$ cat src/rtl/vga_timing_pkg.sv
// Shared 640x480 raster constants, pixel type and helpers for the VGA display/capture pair.
package vga_timing_pkg;

  localparam int HPIXELS     = 800;
  localparam int VLINES      = 521;
  localparam int HPULSE      = 96;
  localparam int VPULSE      = 2;
  localparam int HBP         = 144;
  localparam int HFP         = 16;
  localparam int VBP         = 31;
  localparam int VFP         = 10;
  localparam int CELL_W      = 80;
  localparam int CELL_H      = 60;
  localparam int LUM_THRESH  = 12;
  localparam int LOCK_FRAMES = 2;

  typedef struct packed {
    logic [2:0] r;
    logic [2:0] g;
    logic [1:0] b;
  } pixel_t;

  // Blue carries one bit less than red/green, so it is doubled to weigh equally.
  function automatic logic [4:0] luminance(pixel_t p);
    return 5'(p.r) + 5'(p.g) + 5'({p.b, 1'b0});
  endfunction

  function automatic logic [5:0] cell_idx(logic [2:0] x, logic [2:0] y);
    return {y, x};
  endfunction

  function automatic logic [9:0] sat_inc(logic [9:0] v);
    return (v == 10'h3FF) ? v : v + 10'd1;
  endfunction

endpackage

$ cat src/rtl/vga_sync_tracker.sv
// Recovers raster position from registered hsync/vsync, checks line and frame lengths,
// and maintains the lock counter.
module vga_sync_tracker #(
  parameter int HPIXELS_P     = vga_timing_pkg::HPIXELS,
  parameter int VLINES_P      = vga_timing_pkg::VLINES,
  parameter int LOCK_FRAMES_P = vga_timing_pkg::LOCK_FRAMES
) (
  input  logic       dclk_i,
  input  logic       clr_i,
  input  logic       hsync_i,
  input  logic       vsync_i,
  output logic [9:0] rx_hc_o,
  output logic [9:0] rx_vc_o,
  output logic       locked_o,
  output logic       sync_err_o
);
  import vga_timing_pkg::*;

  logic       hs_prev_q, vs_prev_q;
  logic       vfell_q, vfell_d;
  logic [9:0] hc_q, hc_d, vc_q, vc_d;
  logic       line_seen_q, frame_seen_q;
  logic       frame_bad_q, frame_bad_d;
  logic [1:0] lock_cnt_q, lock_cnt_d;
  logic       locked_q, sync_err_q;
  logic       vfall, line_start, frame_start, line_bad, frame_err;

  always_comb begin
    // NOTE: each next-state value gets a default before any conditional override so no path leaves it unassigned (no latch).
    vc_d        = vc_q;
    lock_cnt_d  = lock_cnt_q;
    vfall       = vs_prev_q & ~vsync_i;
    line_start  = hs_prev_q & ~hsync_i;
    frame_start = line_start & (vfell_q | vfall);
    hc_d        = line_start ? 10'd0 : sat_inc(hc_q);
    if (frame_start)     vc_d = 10'd0;
    else if (line_start) vc_d = sat_inc(vc_q);
    vfell_d     = line_start ? 1'b0 : (vfell_q | vfall);
    line_bad    = line_start & line_seen_q & (hc_q != 10'(HPIXELS_P - 1));
    // A bad closing line on the frame-start sample still condemns the frame it ended.
    frame_err   = frame_start & frame_seen_q &
                  ((vc_q != 10'(VLINES_P - 1)) | frame_bad_q | line_bad);
    frame_bad_d = frame_start ? 1'b0 : (frame_bad_q | line_bad);
    if (frame_err)
      lock_cnt_d = 2'd0;
    else if (frame_start && frame_seen_q && lock_cnt_q != 2'd3)
      lock_cnt_d = lock_cnt_q + 2'd1;
  end

  always_ff @(posedge dclk_i or posedge clr_i) begin
    if (clr_i) begin
      hs_prev_q    <= 1'b1;
      vs_prev_q    <= 1'b1;
      vfell_q      <= 1'b0;
      hc_q         <= 10'h3FF;
      vc_q         <= 10'h3FF;
      line_seen_q  <= 1'b0;
      frame_seen_q <= 1'b0;
      frame_bad_q  <= 1'b0;
      lock_cnt_q   <= 2'd0;
      locked_q     <= 1'b0;
      sync_err_q   <= 1'b0;
    end else begin
      // NOTE: non-blocking so every flop samples pre-edge values regardless of statement order.
      hs_prev_q    <= hsync_i;
      vs_prev_q    <= vsync_i;
      vfell_q      <= vfell_d;
      hc_q         <= hc_d;
      vc_q         <= vc_d;
      line_seen_q  <= line_seen_q | line_start;
      frame_seen_q <= frame_seen_q | frame_start;
      frame_bad_q  <= frame_bad_d;
      lock_cnt_q   <= lock_cnt_d;
      locked_q     <= (lock_cnt_d >= 2'(LOCK_FRAMES_P));
      sync_err_q   <= line_bad | frame_err;
    end
  end

  assign rx_hc_o    = hc_d;
  assign rx_vc_o    = vc_d;
  assign locked_o   = locked_q;
  assign sync_err_o = sync_err_q;

endmodule

$ cat src/rtl/vga_frame_capture.sv
// VGA receive side: samples the centre pixel of each of the 8x8 cells, thresholds it
// and publishes the rebuilt 64-bit image once per frame.
module vga_frame_capture #(
  parameter int HPIXELS_P     = vga_timing_pkg::HPIXELS,
  parameter int VLINES_P      = vga_timing_pkg::VLINES,
  parameter int HBP_P         = vga_timing_pkg::HBP,
  parameter int VBP_P         = vga_timing_pkg::VBP,
  parameter int CELL_W_P      = vga_timing_pkg::CELL_W,
  parameter int CELL_H_P      = vga_timing_pkg::CELL_H,
  parameter int LUM_THRESH_P  = vga_timing_pkg::LUM_THRESH,
  parameter int LOCK_FRAMES_P = vga_timing_pkg::LOCK_FRAMES
) (
  input  logic        dclk_i,
  input  logic        clr_i,
  input  logic        hsync_i,
  input  logic        vsync_i,
  input  logic [2:0]  red_i,
  input  logic [2:0]  green_i,
  input  logic [1:0]  blue_i,
  output logic [63:0] im_o,
  output logic        im_valid_o,
  output logic        locked_o,
  output logic        sync_err_o
);
  import vga_timing_pkg::*;

  logic        hs_q, vs_q;
  pixel_t      pix_q;
  logic [9:0]  rx_hc, rx_vc;
  logic        locked;
  logic        hit_x, hit_y, hit, last, pix_bit;
  logic [2:0]  cx, cy;
  logic [5:0]  idx;
  logic [63:0] shadow_q, im_q;
  logic        im_valid_q;

  always_ff @(posedge dclk_i or posedge clr_i) begin
    if (clr_i) begin
      hs_q  <= 1'b1;
      vs_q  <= 1'b1;
      pix_q <= '0;
    end else begin
      hs_q  <= hsync_i;
      vs_q  <= vsync_i;
      pix_q <= pixel_t'({red_i, green_i, blue_i});
    end
  end

  vga_sync_tracker #(
    .HPIXELS_P     (HPIXELS_P),
    .VLINES_P      (VLINES_P),
    .LOCK_FRAMES_P (LOCK_FRAMES_P)
  ) u_tracker (
    .dclk_i     (dclk_i),
    .clr_i      (clr_i),
    .hsync_i    (hs_q),
    .vsync_i    (vs_q),
    .rx_hc_o    (rx_hc),
    .rx_vc_o    (rx_vc),
    .locked_o   (locked),
    .sync_err_o (sync_err_o)
  );

  always_comb begin
    hit_x = 1'b0;
    hit_y = 1'b0;
    cx    = 3'd0;
    cy    = 3'd0;
    for (int i = 0; i < 8; i++) begin
      if (rx_hc == 10'(HBP_P + CELL_W_P * i + CELL_W_P / 2)) begin
        hit_x = 1'b1;
        cx    = 3'(i);
      end
      if (rx_vc == 10'(VBP_P + CELL_H_P * i + CELL_H_P / 2)) begin
        hit_y = 1'b1;
        cy    = 3'(i);
      end
    end
  end

  assign idx     = cell_idx(cx, cy);
  assign hit     = hit_x & hit_y;
  assign last    = hit & (idx == 6'd63);
  assign pix_bit = (luminance(pix_q) >= 5'(LUM_THRESH_P));

  always_ff @(posedge dclk_i or posedge clr_i) begin
    if (clr_i) begin
      // NOTE: the shadow is reset too, so a partial frame after clr never leaks stale cells into im.
      shadow_q   <= '0;
      im_q       <= '0;
      im_valid_q <= 1'b0;
    end else begin
      if (hit) shadow_q[idx] <= pix_bit;
      // Cell 63 is still in flight, so it bypasses the shadow straight into im.
      if (last) im_q <= {pix_bit, shadow_q[62:0]};
      im_valid_q <= last & locked;
    end
  end

  assign im_o       = im_q;
  assign im_valid_o = im_valid_q;
  assign locked_o   = locked;

endmodule

$ cat config.mk
export PLATFORM = sky130hd
export DESIGN_NAME = vga_frame_capture
export DESIGN_NICKNAME = d
export VERILOG_FILES = /design/src/rtl/vga_timing_pkg.sv /design/src/rtl/vga_sync_tracker.sv /design/src/rtl/vga_frame_capture.sv
export SDC_FILE = /design/constraint.sdc
export NUM_CORES = 1
export LEC_CHECK = 0
export ABC_AREA = 1
export BUFFER_PORTS_ARGS = -buffer_cell sky130_fd_sc_hd__buf_2
export CORE_MARGIN = 2
export CORE_UTILIZATION = 50
export DETAILED_ROUTE_END_ITERATION = 6
export PLACE_DENSITY_LB_ADDON = 0.05
export SLEW_MARGIN = 30
export SYNTH_ARGS = -nofsm -noshare
export SYNTH_HDL_FRONTEND = slang
export SYNTH_SLANG_ARGS = --single-unit
$ cat constraint.sdc
create_clock -name dclk_i -period 4.25 [get_ports dclk_i]
set_clock_uncertainty 0.1 [all_clocks]
set_input_delay 0 -clock dclk_i [delete_from_list [all_inputs] [get_ports dclk_i]]
set_output_delay 0 -clock dclk_i [all_outputs]
set_load 0.05 [all_outputs]
==> metrics.md, run 1 <==
| Metric | Value |
|---|---|
| Initial antenna violation count | `0` |
| Core ar. | `~16,000 µm²` |
| Setup-failing EPs final | `0` |
| Mapped Nets | `around 1,000` |
| Initial DRC Count | `396` |
| Root Buffer | `clkbuf_16` |
| Largest net degree at the start of global routing | `about 110` |
| Routed WL | `17,940 µm` |
| Tmin final | `about 3.7 ns` |
| Worst setup SP type | `register` |
| Max IR drop VDD | `284.8 µV` |
| Post-DP Area | `around 8600 µm²` |
| CTS Buf Count | `17` |
| Post-synthesis average cell area | `just over 8 µm²` |
| GRT Overall Usage | `between 20 and 25%` |
| RSZ-0062 raised after global routing | `no` |
| Peak fanout along the critical path | `69` |
| Drt drc | `0` |
| Post-synth EDFFs | `0` |
| Port Buf Inserts | `78` |
| Die X | `130.7 µm` |
| Slew Limit Headroom | `38.83%` |
| Synth Warn # | `0` |
| Syn Inst Count | `between 900 and 1,000` |
| Cell area after synthesis | `8029 µm²` |
| Pre-Repair DR Iteration Count | `5` |
| Post-synthesis sequential area ratio | `a little over half` |
| Critical path type | `register to register` |
| Layout Cells excl Fill | `1,295` |
| CTS tree | `yes` |
| Max-slew violations | `0` |
| Clock transition at path regs | `approximately 0.070 ns` |
| Achievable Freq | `between 200 and 300 MHz` |
| GP Congestion | `a little under 0.9` |
| Die area | `~17,000 µm²` |
| Post-CTS setup buffer count | `0` |
| H-tree levels | `4` |
| Synth top cells by count | `296 x nand2_1, 143 x dfrtp_1, 120 x inv_1` |
| Die Height | `130.7 µm` |
| Post-cts resize count | `0` |
| First-pass GRT wire length | `29,750 µm` |
| # clock sinks | `167` |
| Hold Vio Cnt, Final | `0` |
| Vias in the first global route | `around 6,000` |
| Ports | `79` |
| Nets | `around 1,100` |
| Drt wl/cell | `about 14 µm` |
| Tot Pwr | `3.518 mW` |
| Max-cap violation count | `0` |
| Number of distinct library cells after synthesis | `42` |
| Post-synth top area cell | `dfrtp_1` |
| # fillers | `1,512` |
| Worst EP required | `roughly 4.4 ns` |
| Dpl cells | `roughly 1,300` |
| Synth async-reset ratio | `100.0%` |
| Total grt overflow | `0` |
| Maximum buffer depth of the clock tree | `2` |
| Fin crit share | `86.54%` |
| Synth area leaders | `dfrtp_1 45%, nand2_1 14%, dfstp_2 7.9%` |
| Yosys reg bits | `about 170` |
| CTS Hold Bufs | `12` |
| Top-area cell type share of the netlist area | `44.57%` |
| WP data arrival | `a little under 4 ns` |
| Element type at the critical path end | `register` |
| P_leak | `between 4 and 5 nW` |
| Status | `completed` |
| Clk_lat worst skew | `roughly 0.43 ns` |
| Post-route antenna net violation count | `0` |
| Layout cell share with drive strength beyond 1 | `18.72%` |
| Worst slew pin tran | `between 0.9 and 1 ns` |
| Primary FF master, synth | `dfrtp_1` |
| Vias per cell | `about 4.9` |
| Area delta synth->final | `16.08%` |
| Diode count | `0` |
| Initial core utilization | `a little over 50%` |
| Post-DP HPWL | `roughly 12,000 µm` |
| Pwr dens | `around 380 nW/µm²` |
| Count leader, synth | `nand2_1` |
| Final TNS setup | `0 ns` |
| Final instance area | `9320 µm²` |
| Vias post-DR | `~6,400` |
| Hold Path Class | `input pin to register` |
| FP Rows | `46` |
-- worst paths after layout --
| path | from | end | slack [ns] | depth (start not counted) |
|---|---|---|---|---|
| hold / removal | blue_i[1] | pix_q[1] | 0.11 | 2 |
| hold reg to reg | hs_q | u_tracker.hs_prev_q | 0.27 | 0 |
| max in group asynchronous | clr_i | shadow_q[57] | 2.70 | 5 |
| min in group asynchronous | clr_i | im_o[28] | 0.49 | 4 |
| setup reg to reg | u_tracker.hc_q[0] | im_o[39] | 0.57 | 17 |
| setup / recovery | u_tracker.hc_q[0] | im_o[39] | 0.57 | 17 |
-- cell families after synthesis --
kind of cell,share of synthesized area [%]
buf+inv,7.901
xor+xnor,0.3273
fa+ha+maj,1.839
flops,52.42
mux,0.1402
compound gates,7.012
simple gates,30.36
-- state kept, by name (all words and copies together), names as in the netlist, 2 cells and up --
name                  flops
im_o                     64
pix_q                     8
shadow_q                 63
u_tracker.hc_q           10
u_tracker.lock_cnt_q      2
u_tracker.vc_q           10
-- power by group --
part	switching (mW)	leakage, nW	internal (mW)
clock	0.649	0.282	0.863
combinational	0.229	2.33	0.0904
sequential	0.0384	2.21	1.65
-- metrics by stage --
step           hold slack (ns)  worst slack [ns]  util (%)
4_1_cts                0.09420            0.5812     59.10
3_3_place_gp           -0.2030            0.6321     54.63
6_report                0.1113            0.5720     59.10
3_5_place_dp           -0.1999            0.5893     54.63
2_1_floorplan         -0.09552             1.512         -
5_1_grt                0.09822            0.1797     59.10
-- layout make-up --
type / count / area, µm² / share of cell area [%]
Tap cell: 216 / 270.3 / 2.900
Inverter: 127 / 480.5 / 5.155
Timing Repair Buffer: 99 / 590.6 / 6.336
Clock buffer: 21 / 470.5 / 5.048
Clock inverter: 11 / 113.9 / 1.222
Multi-Input combinational cell: 654 / 3186 / 34.18
Sequential cell: 167 / 4209 / 45.16
-- placed cells by master (no fill, tap or decap), types with 4 or more instances in the layout --
| cell | instances |
|---|---|
| o21ai_1 | 7 |
| nand4_1 | 8 |
| o21ai_2 | 6 |
| nand2_1 | 296 |
| buf_2 | 78 |
| a21oi_1 | 5 |
| nor2_2 | 7 |
| nand3_2 | 9 |
| nor2_4 | 8 |
| nor2_1 | 80 |
| ha_1 | 7 |
| clkbuf_16 | 17 |
| dfrtp_1 | 143 |
| o21ai_0 | 78 |
| inv_2 | 7 |
| dfstp_2 | 24 |
| nand2_2 | 7 |
| dlygate4sd3_1 | 12 |
| inv_1 | 118 |
| nand3_1 | 102 |
| buf_4 | 8 |
| clkinv_4 | 4 |
-- metal layers --
| metal | vias up | global-route usage (%) | share of wire [%] |
|---|---|---|---|
| li1 | 3257 | - | - |
| met1 | 2928 | 32.41 | 50 |
| met2 | 154 | 34.13 | 44 |
| met3 | 28 | 3.746 | 4.3 |
| met4 | 0 | 9.011 | 2.0 |
| met5 | - | 0 | 0 |
-- worst max-delay path, cell delays in order (launching register included) --
cell and delay (ns):
dfstp_2 0.56, ha_1 0.27, nand2_2 0.13, nor2_8 0.19, nand4_1 0.11, nand3_1 0.12
nand2_1 0.12, nor2_4 0.30, nand3_2 0.27, nand2_1 0.19, nor2_1 0.07, nand3_2 0.09
nand2_4 0.10, nor2_8 0.24, nand2_4 0.07, buf_4 0.30, nand2_1 0.14, o21ai_0 0.09
No activity file was read; power rests on OpenSTA's default activity.
==> run 2: changes to the inputs <==
Settings changed: ABC_AREA 1 to not set, RECOVER_POWER set to 50.
==> metrics.md, run 2 <==
| Metric | Value |
|---|---|
| Core ar. | `15,710 µm² (-0.36%)` |
| CTS Buf Count | `17 (unchanged)` |
| Count leader, synth | `dfrtp_1` |
| Peak fanout along the critical path | `9 (-87%)` |
| Max reg flops | `64 (unchanged)` |
| Initial DRC Count | `366 (-7.6%)` |
| Most common cell after layout, fill and taps aside | `dfrtp_1` |
| Fin crit share | `93.21% (+6.7 points)` |
| Synth Warn # | `0 (unchanged)` |
| Cell area after synthesis | `7954 µm² (-0.94%)` |
| Pwr dens | `388.8 nW/µm² (+3.0%)` |
| Grt met1 use | `30.41% (-2.0 points)` |
| Clk_lat worst skew | `0.43 ns (about the same)` |
| Drt drc | `0 (unchanged)` |
| Setup-failing EPs final | `0 (unchanged)` |
| Mapped Nets | `675 (-32%)` |
| Top-area cell type share of the netlist area | `44.99% (+0.42 points)` |
| Root Buffer | `clkbuf_16` |
| Vias post-DR | `5,386 (-15%)` |
| Post-synth top area cell | `dfrtp_1` |
| # clock sinks | `167 (unchanged)` |
| Post-synthesis sequential area ratio | `52.92% (+0.49 points)` |
| Status | `finished with violations` |
| Final Hold Slack | `0.1046 ns (-0.006679 ns)` |
| Max IR drop VDD | `297.0 µV (+4.3%)` |
| Initial core utilization | `50.62% (-0.29 points)` |
| RSZ-0062 raised after global routing | `no` |
| Gr busiest metal | `met2` |
| Layout Cells excl Fill | `970 (-25%)` |
| GP Congestion | `0.9039 (+3.0%)` |
| P_leak | `4.247 nW (-12%)` |
| Vias in the first global route | `5,392 (-9.9%)` |
| Post-route antenna net violation count | `0 (unchanged)` |
| Routed WL | `17,800 µm (-0.76%)` |
| FP Rows | `46 (unchanged)` |
| Worst EP required | `4.47 ns (+0.04 ns)` |
| Synth area leaders | `dfrtp_1 45%, mux2_2 10%, dfstp_2 7.9%` |
| WP data arrival | `4.18 ns (+0.32 ns)` |
| Nets | `763 (-30%)` |
| Critical path type | `register to register` |
| Ports | `79 (unchanged)` |
| Worst slew pin tran | `1.928 ns (+1.018 ns)` |
| Achievable Freq | `252.4 MHz (-7.1%)` |
| Max-cap violation count | `1 (+1)` |
| Tot Pwr | `3.584 mW (+1.9%)` |
| Synth top cells by count | `143 x dfrtp_1, 74 x mux2_2, 54 x mux2_1` |
| M2 GR Usage | `35.82% (+1.7 points)` |
| Vias per cell | `5.553 (+13%)` |
| Area delta synth->final | `15.90%` |
| Hold Vio Cnt, Final | `0 (unchanged)` |
| Post-DP HPWL | `12,000 µm (-3.7%)` |
| Largest net degree at the start of global routing | `168 (+51%)` |
| Number of distinct library cells after synthesis | `76 (+81%)` |
| Worst setup SP type | `register` |
| Dpl cells | `923 (-26%)` |
| Failing checks | `capacitance limit, slew limit` |
| Die X | `130.1 µm (-0.46%)` |
| Diode count | `0 (unchanged)` |
| Slew Limit Headroom | `-28.54% (-67 points)` |
| Layout cell share with drive strength beyond 1 | `25.20% (+6.5 points)` |
| Post-synth EDFFs | `0 (unchanged)` |
| Pre-Repair DR Iteration Count | `7 (+2)` |
| Drt wl/cell | `18.35 µm (+32%)` |
| GRT Overall Usage | `22.38% (-0.10 points)` |
| Synth async-reset ratio | `100.0% (unchanged)` |
| Die Height | `130.1 µm (-0.46%)` |
| Port Buf Inserts | `78 (unchanged)` |
| # fillers | `1,352 (-11%)` |
| Element type at the critical path end | `register` |
| Hold Path Class | `input pin to register` |
| H-tree levels | `4 (unchanged)` |
| Yosys reg bits | `167 (unchanged)` |
| Met3 usage | `5.371% (+1.6 points)` |
| Initial antenna violation count | `0 (unchanged)` |
| Post-synthesis average cell area | `12.18 µm² (+48%)` |
| Primary FF master, synth | `dfrtp_1` |
| Maximum buffer depth of the clock tree | `2 (unchanged)` |
| Most frequent cells in the layout | `143 x dfrtp_1, 74 x mux2_2, 67 x clkbuf_1` |
| First-pass GRT wire length | `28,860 µm (-3.0%)` |
| Tmin final | `3.961 ns (+0.2832 ns)` |
| Final TNS setup | `0 ns (unchanged)` |
| CTS tree | `yes` |
| Die area | `16,930 µm² (-0.91%)` |
| Max-slew violations | `83 (+83)` |
| Total grt overflow | `0 (unchanged)` |
| Clock transition at path regs | `0.07 ns (about the same)` |
| Syn Inst Count | `653 (-33%)` |
[run 2: critical path: stages, from the launching register on]
cell	delay (ns)
dfstp_2	0.62
ha_1	0.25
and4b_1	0.37
a41oi_1	0.18
a211oi_2	0.42
xnor2_1	0.27
and4_1	0.41
nand4b_1	0.54
nor2b_1	0.33
mux2_2	0.36
[run 2: through the flow]
step	area [µm²]	setup WS, ns	utilization [%]
2_1_floorplan	7958	0.9325	-
3_3_place_gp	8600	0.1646	54.73
6_report	9219	0.2888	58.67
5_1_grt	9219	0.01279	58.67
4_1_cts	9286	0.1727	59.10
3_5_place_dp	8600	0.1842	54.73
[run 2: final timing paths]
path | from | endpoint | slack [ns] | cells after the start
setup reg to reg | u_tracker.vc_q[1] | shadow_q[37] | 0.29 | 9
max in group asynchronous | clr_i | shadow_q[22] | 1.17 | 5
setup / recovery | u_tracker.vc_q[1] | shadow_q[37] | 0.29 | 9
min in group asynchronous | clr_i | pix_q[0] | 0.72 | 4
hold reg to reg | vs_q | u_tracker.vs_prev_q | 0.27 | 0
hold / removal | green_i[2] | pix_q[4] | 0.10 | 2
[run 2: power by group]
part	switching, mW	leakage [nW]	internal (mW)	total (mW)
clock network	0.719	0.287	0.783	1.50
registers	0.0726	2.21	1.66	1.73
logic	0.235	1.75	0.116	0.351
total	1.03	4.25	2.56	3.58
[run 2: final cells by class]
cell class / count / area (µm²) / share of cell area [%]
Sequential cell: 167 / 4209 / 45.66
Multi-Input combinational cell: 437 / 3551 / 38.52
Timing Repair Buffer: 105 / 559.3 / 6.067
Clock buffer: 17 / 425.4 / 4.615
Tap cell: 216 / 270.3 / 2.932
Clock inverter: 15 / 151.4 / 1.642
Inverter: 13 / 52.55 / 0.5700
[run 2: cells by family after synthesis]
| group | Yosys count | share of synthesized area, % |
|---|---|---|
| compound gates | 67 | 6.324 |
| simple gates | 215 | 16.19 |
| xor+xnor | 9 | 0.9911 |
| fa+ha+maj | 10 | 1.856 |
| flops | 167 | 52.92 |
| mux | 136 | 19.13 |
| buf+inv | 49 | 2.596 |
[run 2: per-layer routing]
layer,share of wire (%),up-vias
met3,3.5,13
met4,0.93,0
met2,50,100
li1,-,2523
met5,0,-
met1,46,2750
[run 2: repair_timing]
| action | 4_1_cts | 5_1_grt |
|---|---|---|
| endpoints found under the hold margin | 153 | 0 |
| resized for setup | 0 | 1 |
| buffers inserted | 0 | 3 |
| hold buffers | 11 | 0 |
| endpoints found under the setup margin | 0 | 7 |
